<file path="config.mk">
export PLATFORM = sky130hd
export DESIGN_NAME = cpu_controller
export DESIGN_NICKNAME = d
export VERILOG_FILES = /design/src/rtl/cpu_controller_pkg.sv /design/src/rtl/cpu_controller_decode.sv /design/src/rtl/cpu_controller.sv
export SDC_FILE = /design/constraint.sdc
export NUM_CORES = 1
export LEC_CHECK = 0
export BUFFER_PORTS_ARGS = -buffer_cell sky130_fd_sc_hd__buf_2
export CAP_MARGIN = 10
export CORE_ASPECT_RATIO = 1.75
export CORE_UTILIZATION = 53
export DETAILED_ROUTE_END_ITERATION = 7
export PLACE_DENSITY = 0.79
export SYNTH_ARGS = -nofsm -noshare
export SYNTH_HDL_FRONTEND = slang
export SYNTH_SLANG_ARGS = --single-unit
export TNS_END_PERCENT = 5
</file>
<file path="constraint.sdc">
create_clock -name clk -period 2.7 [get_ports clk]
set_input_delay 0 -clock clk [delete_from_list [all_inputs] [get_ports clk]]
set_output_delay 0 -clock clk [all_outputs]
set_load 0.02 [all_outputs]
</file>
<file path="src/rtl/cpu_controller_pkg.sv">
// cpu_defs: encodings shared by the sequencing controller and the datapath.
//   - opcode / opext field values for every defined instruction
//   - write-back source select codes
//   - controller state encoding and decoded instruction classes
package cpu_defs;

  localparam logic [3:0] OPC_ALU  = 4'b0000;
  localparam logic [3:0] OPC_MEM  = 4'b0100;

  localparam logic [3:0] EXT_ADD  = 4'b0101;
  localparam logic [3:0] EXT_SUB  = 4'b1001;
  localparam logic [3:0] EXT_MOV  = 4'b1101;
  localparam logic [3:0] EXT_AND  = 4'b0001;
  localparam logic [3:0] EXT_OR   = 4'b0010;
  localparam logic [3:0] EXT_XOR  = 4'b0011;
  localparam logic [3:0] EXT_CMP  = 4'b1011;
  localparam logic [3:0] EXT_LOAD = 4'b0000;
  localparam logic [3:0] EXT_STOR = 4'b0100;

  localparam logic [15:0] INSTR_HALT = 16'h0000;

  localparam logic WB_SEL_ALU = 1'b0;
  localparam logic WB_SEL_MEM = 1'b1;

  typedef enum logic [2:0] {
    ST_FETCH  = 3'd0,
    ST_DECODE = 3'd1,
    ST_EXEC   = 3'd2,
    ST_MEM    = 3'd3,
    ST_WB     = 3'd4,
    ST_HALT   = 3'd5
  } state_t;

  // CLS_ALU_FLAG covers the ALU ops that update flags and write back.
  typedef enum logic [2:0] {
    CLS_ALU      = 3'd0,
    CLS_ALU_FLAG = 3'd1,
    CLS_CMP      = 3'd2,
    CLS_LOAD     = 3'd3,
    CLS_STOR     = 3'd4,
    CLS_HALT     = 3'd5,
    CLS_ILLEGAL  = 3'd6
  } iclass_t;

endpackage

</file>
<file path="src/rtl/cpu_controller_decode.sv">
// instr_decode: purely combinational classification of an instruction word.
// Ports:
//   instr   in  16  instruction word (opcode[15:12] rdest[11:8] opext[7:4] rsrc[3:0])
//   iclass  out     decoded instruction class
//   illegal out  1  word is not a defined encoding
module instr_decode
  import cpu_defs::*;
(
  input  logic [15:0] instr,
  output iclass_t     iclass,
  output logic        illegal
);

  always_comb begin
    iclass = CLS_ILLEGAL;
    if (instr == INSTR_HALT) begin
      iclass = CLS_HALT;
    end else if (instr[15:12] == OPC_ALU) begin
      case (instr[7:4])
        EXT_ADD, EXT_SUB:                   iclass = CLS_ALU_FLAG;
        EXT_MOV, EXT_AND, EXT_OR, EXT_XOR:  iclass = CLS_ALU;
        EXT_CMP:                            iclass = CLS_CMP;
        default:                            iclass = CLS_ILLEGAL;
      endcase
    end else if (instr[15:12] == OPC_MEM) begin
      case (instr[7:4])
        EXT_LOAD: iclass = CLS_LOAD;
        EXT_STOR: iclass = CLS_STOR;
        default:  iclass = CLS_ILLEGAL;
      endcase
    end
  end

  assign illegal = (iclass == CLS_ILLEGAL);

endmodule

</file>
<file path="src/rtl/cpu_controller.sv">
// cpu_controller: multi-cycle instruction sequencer.
// Ports:
//   clk, rst (async, active low)
//   instr/instr_valid/instr_ready  instruction fetch handshake
//   mem_req/mem_we/mem_ack         data memory access
//   alu_op, rdest_sel, rsrc_sel    latched instruction fields
//   reg_we, wb_sel, flag_we        datapath strobes
//   halted, illegal, mem_err       status
//   retired                        completed-instruction count (wraps)
//
// state  | meaning
// -------+----------------------------------------------------------
// FETCH  | instr_ready=1, latch word when instr_valid
// DECODE | classify latched word; illegal pulses and retires here
// EXEC   | ALU cycle; flag_we for ADD/SUB/CMP; CMP retires here
// MEM    | mem_req held until mem_ack or timeout; STOR/timeout retire
// WB     | reg_we one cycle, wb_sel from instruction class
// HALT   | halted=1, inputs ignored until reset
module cpu_controller
  import cpu_defs::*;
#(
  parameter int MEM_TIMEOUT = 15,
  parameter int CNT_W       = 16
) (
  input  logic             clk,
  input  logic             rst,
  input  logic [15:0]      instr,
  input  logic             instr_valid,
  output logic             instr_ready,
  input  logic             mem_ack,
  output logic             mem_req,
  output logic             mem_we,
  output logic [3:0]       alu_op,
  output logic [3:0]       rdest_sel,
  output logic [3:0]       rsrc_sel,
  output logic             reg_we,
  output logic             wb_sel,
  output logic             flag_we,
  output logic             halted,
  output logic             illegal,
  output logic             mem_err,
  output logic [CNT_W-1:0] retired
);

  localparam int               TMO_W    = $clog2(MEM_TIMEOUT + 1);
  localparam logic [TMO_W-1:0] TMO_LOAD = TMO_W'(MEM_TIMEOUT - 1);

  state_t           state_q, state_d;
  logic [15:0]      instr_q, instr_d;
  logic [TMO_W-1:0] tmo_q, tmo_d;
  logic             mem_err_q, mem_err_d;
  logic [CNT_W-1:0] retired_q, retired_d;
  logic             retire;

  iclass_t          iclass;
  logic             dec_illegal;

  // Decode always looks at the latched word, which is stable from DECODE
  // until the next FETCH latch, so later states can reuse the class.
  instr_decode u_decode (
    .instr   (instr_q),
    .iclass  (iclass),
    .illegal (dec_illegal)
  );

  always_ff @(posedge clk or negedge rst) begin
    if (!rst) begin
      state_q   <= ST_FETCH;
      instr_q   <= '0;
      tmo_q     <= '0;
      mem_err_q <= 1'b0;
      retired_q <= '0;
    end else begin
      state_q   <= state_d;
      instr_q   <= instr_d;
      tmo_q     <= tmo_d;
      mem_err_q <= mem_err_d;
      retired_q <= retired_d;
    end
  end

  always_comb begin
    state_d     = state_q;
    instr_d     = instr_q;
    tmo_d       = tmo_q;
    mem_err_d   = mem_err_q;
    retired_d   = retired_q;
    retire      = 1'b0;
    instr_ready = 1'b0;
    mem_req     = 1'b0;
    mem_we      = 1'b0;
    reg_we      = 1'b0;
    wb_sel      = WB_SEL_ALU;
    flag_we     = 1'b0;
    halted      = 1'b0;
    illegal     = 1'b0;

    case (state_q)
      ST_FETCH: begin
        instr_ready = 1'b1;
        if (instr_valid) begin
          instr_d = instr;
          state_d = ST_DECODE;
        end
      end
      ST_DECODE: begin
        illegal = dec_illegal;
        case (iclass)
          CLS_HALT: state_d = ST_HALT;
          CLS_ILLEGAL: begin
            retire  = 1'b1;
            state_d = ST_FETCH;
          end
          CLS_LOAD, CLS_STOR: begin
            tmo_d   = TMO_LOAD;
            state_d = ST_MEM;
          end
          default: state_d = ST_EXEC;
        endcase
      end
      ST_EXEC: begin
        flag_we = (iclass == CLS_ALU_FLAG) || (iclass == CLS_CMP);
        if (iclass == CLS_CMP) begin
          retire  = 1'b1;
          state_d = ST_FETCH;
        end else begin
          state_d = ST_WB;
        end
      end
      ST_MEM: begin
        mem_req = 1'b1;
        mem_we  = (iclass == CLS_STOR);
        if (mem_ack) begin
          tmo_d = '0;
          if (iclass == CLS_STOR) begin
            retire  = 1'b1;
            state_d = ST_FETCH;
          end else begin
            state_d = ST_WB;
          end
        end else if (tmo_q == '0) begin
          // Terminal count reached without an ack: abandon the access.
          mem_err_d = 1'b1;
          retire    = 1'b1;
          state_d   = ST_FETCH;
        end else begin
          tmo_d = tmo_q - TMO_W'(1);
        end
      end
      ST_WB: begin
        reg_we  = 1'b1;
        wb_sel  = (iclass == CLS_LOAD) ? WB_SEL_MEM : WB_SEL_ALU;
        retire  = 1'b1;
        state_d = ST_FETCH;
      end
      ST_HALT: halted = 1'b1;
      default: state_d = ST_FETCH;
    endcase

    if (retire) retired_d = retired_q + CNT_W'(1);
  end

  assign alu_op    = instr_q[7:4];
  assign rdest_sel = instr_q[11:8];
  assign rsrc_sel  = instr_q[3:0];
  assign mem_err   = mem_err_q;
  assign retired   = retired_q;

endmodule

</file>
==> summary.txt <==
Timing
  • Post-Route Setup TNS: 0 ps
  • Final setup vio count: 0
  • Worst Skew: 2.93 ps
  • Hold Slack: 307 ps
  • Max Freq: 0.438 GHz
  • Final Max Tran Viols: 0
  • Min cycle time layout: 2280 ps
  • RSZ-0062 raised after global routing: false
  • Final period util: 0.845
  • Count of final hold-check violations: 0
  • Worst-Margin Slew: 904 ps
  • Max_slew headroom: 0.397

Place
  • HPWL after DPL: 3420 um
  • Port buffer count: 56
  • Placed insts: 296
  • RD Place Congestion: 0.826

Yosys
  • Post-synth EDFFs: 0
  • Mapped Nets: 230
  • Most used standard cell by instance count after synthesis: dfrtp_1
  • Top cells by area, synth: dfrtp_1 (43%), mux2_2 (8.8%), xor2_1 (5.3%), buf_4 (3.9%), a21oi_2 (3.4%)
  • Synth cell count leaders: dfrtp_1 (40), mux2_2 (18), xor2_1 (14), nor2_1 (13), buf_4 (12)
  • Ys Warns: 0
  • Ys async rst share: 1.00
  • Post-Syn Instances: 207
  • Cell Area, Synth: 2310 um^2
  • Distinct cell type count after synthesis: 50
  • Post-synth top area share: 0.434
  • Post-synthesis area per instance: 11.1 um^2
  • Yosys reg bits: 40
  • Synth area leader: dfrtp_1
  • Ys flop type: dfrtp_1
  • Sequential share of the synthesized area: 0.434

Run status
  • Status: finished clean

Setup path
  • Arr. time, crit path: 2470 ps
  • CP max-delay cell: dfrtp_1
  • CP Class: flop to flop
  • Crit-path cells: nor4_1, nand4_1, a211o_2, o2111ai_4, and2_1, mux2_4
  • Delay-heaviest family, CP: simple AND/OR/NAND/NOR gates
  • Crit end category: flop
  • WP buf/inv: 0
  • Data required time of the worst path: 2890 ps
  • Startpoint types: flop
  • Crit-path max cell delay: 510 ps
  • CP Max Fanout: 10

Global routing
  • Total GRT Usage: 0.244
  • Congestion Overflow GR: 0
  • Largest net degree at the start of global routing: 41
  • Initial antenna violation count: 0
  • Global-route wire length before repair: 8290 um
  • Vias in the first global route: 1815

Routing
  • Detailed Routing Iterations Pass 1: 4
  • Post-DR wirelength/cell: 15.9 um
  • Total Wirelength: 5130 um
  • Drt initial violations: 38
  • Drt drc: 0
  • Via count: 1838
  • Final ANT Viol Nets: 0
  • Vias per cell: 5.71

Clock tree
  • Num CTS Buffers: 5
  • Root buffer cell: clkbuf_8
  • Post-CTS Resized: 0
  • Htree depth: 2
  • Clock transition at the registers of the reported paths: 80 ps
  • Clk buf depth: 2
  • CTS Sinks: 40
  • Worst skew pair latency: 300 ps
  • CTS tree: done

Final layout
  • Non-filler cells in the finished layout: 322
  • Filler cell count: 317
  • Final nets: 295
  • Layout area overhead: 22.7%
  • Share of cells above drive strength 1: 0.410
  • Inserted Diodes: 0

Power and ir drop
  • P_leak: 1.19 nW
  • Switching share of power: 0.430
  • Clock share of power: 0.170
  • Power Dens Cells: 1130 nW/um^2
  • Total power: 0.00318 W
  • Max VDD drop: 0.754 mV
  • Combinational Power Share: 0.465
  • Switching Power: 0.00137 W
  • Flop pwr share: 0.365
  • Internal: 0.00182 W

Floorplan
  • Num rows: 31
  • Top Ports: 57
  • Die W: 51.9 um
  • Die height: 89.3 um
  • DIE AREA: 4630 um^2
  • Initial Util: 0.556
  • Core Area: 4150 um^2

Min path
  • Worst min path class: input port to flop

Job
  • Max-capacitance violation count: 0
[metrics by stage]
step	util	setup WS [ps]	cell area (um^2)
2_1_floorplan	-	474	2310
3_3_place_gp	0.608	512	2520
3_5_place_dp	0.608	441	2520
4_1_cts	0.682	430	2830
5_1_grt	0.682	322	2830
6_report	0.682	419	2830
[power groups by stage]
stage	Combinational, W	Sequential [W]	Clock, W
global placement	0.00143	0.00115	0
floorplan	0.00123	0.00114	0
finish	0.00148	0.00116	0.000541
detailed placement	0.00145	0.00116	0
CTS	0.00148	0.00115	0.000548
global route	0.00160	0.00120	0.000572
[logic make-up (layout without fill, tap and decap cells)]
kind of cell,Yosys count,after routing,share of synthesized area
compound gates,34,34,0.141
xor+xnor,16,16,0.0608
fa+ha+maj,3,3,0.0163
buf+inv,25,91,0.0754
flops,40,40,0.434
mux,19,19,0.0944
simple gates,70,70,0.178
[registers in the layout, indices dropped and copies added (netlist names)]
name and flops:
instr_q 16, state_q 3, retired 16, tmo_q 4
mem_err 1
[worst paths after layout]
kind | start | end | slack (ps) | cells after the start
min in group asynchronous | rst | instr_q[4] | 380 | 2
min | instr_valid | state_q[0] | 310 | 4
max reg2reg | instr_q[6] | retired[1] | 420 | 6
max in group asynchronous | rst | retired[6] | 1750 | 2
min reg2reg | retired[15] | retired[15] | 470 | 1
max | instr_q[6] | retired[1] | 420 | 6
[cell type report]
type	instances	area (um^2)	area share
Clock inverter	1	30.0	0.0106
Timing Repair Buffer	78	490	0.173
Sequential cell	40	1000	0.354
Tap cell	49	61.3	0.0217
Clock buffer	7	96.3	0.0341
Inverter	5	18.8	0.00663
Multi-Input combinational cell	142	1130	0.400
[metal layers]
layer  vias up  GRT usage  routed length, um
met4         0      0.165                210
li1        865          -                  -
met1       883      0.270               1970
met2        72      0.415               2710
met3        18     0.0459                235
met5         -          0                  0
[worst min-delay path, stage by stage]
cell and delay [ps]:
buf_2 70, and2_1 110, buf_4 250, a221o_1 140
[what timing repair did]
action | 4_1_cts | 5_1_grt
setup endpoints to repair | 0 | 0
buffers inserted | 0 | 0
endpoints found under the hold margin | 57 | 0
hold buffers | 18 | 0
[layout by cell type (no fill, tap or decap), types with 2 or more instances in the layout]
master         synthesis  routed
buf_2                  2      56
dfrtp_1               40      40
mux2_2                18      18
dlygate4sd3_1          0      18
xor2_1                14      14
nor2_1                13      13
nor3_1                11      11
nand2_1               10      10
a21oi_2                9       9
nand3_1                8       8
clkbuf_8               1       7
inv_1                  5       5
nand4_1                5       5
o21ai_0                4       4
buf_4                 12       4
and2_1                 3       3
a21oi_1                3       3
o22a_1                 3       3
ha_1                   3       3
nor4_1                 2       2
nor3b_1                2       2
a2111oi_4              2       2
a221o_1                2       2
nor3_2                 2       2
and4_1                 2       2
a211oi_1               2       2
xnor2_1                2       2
No activity file was read; power rests on OpenSTA's default activity.
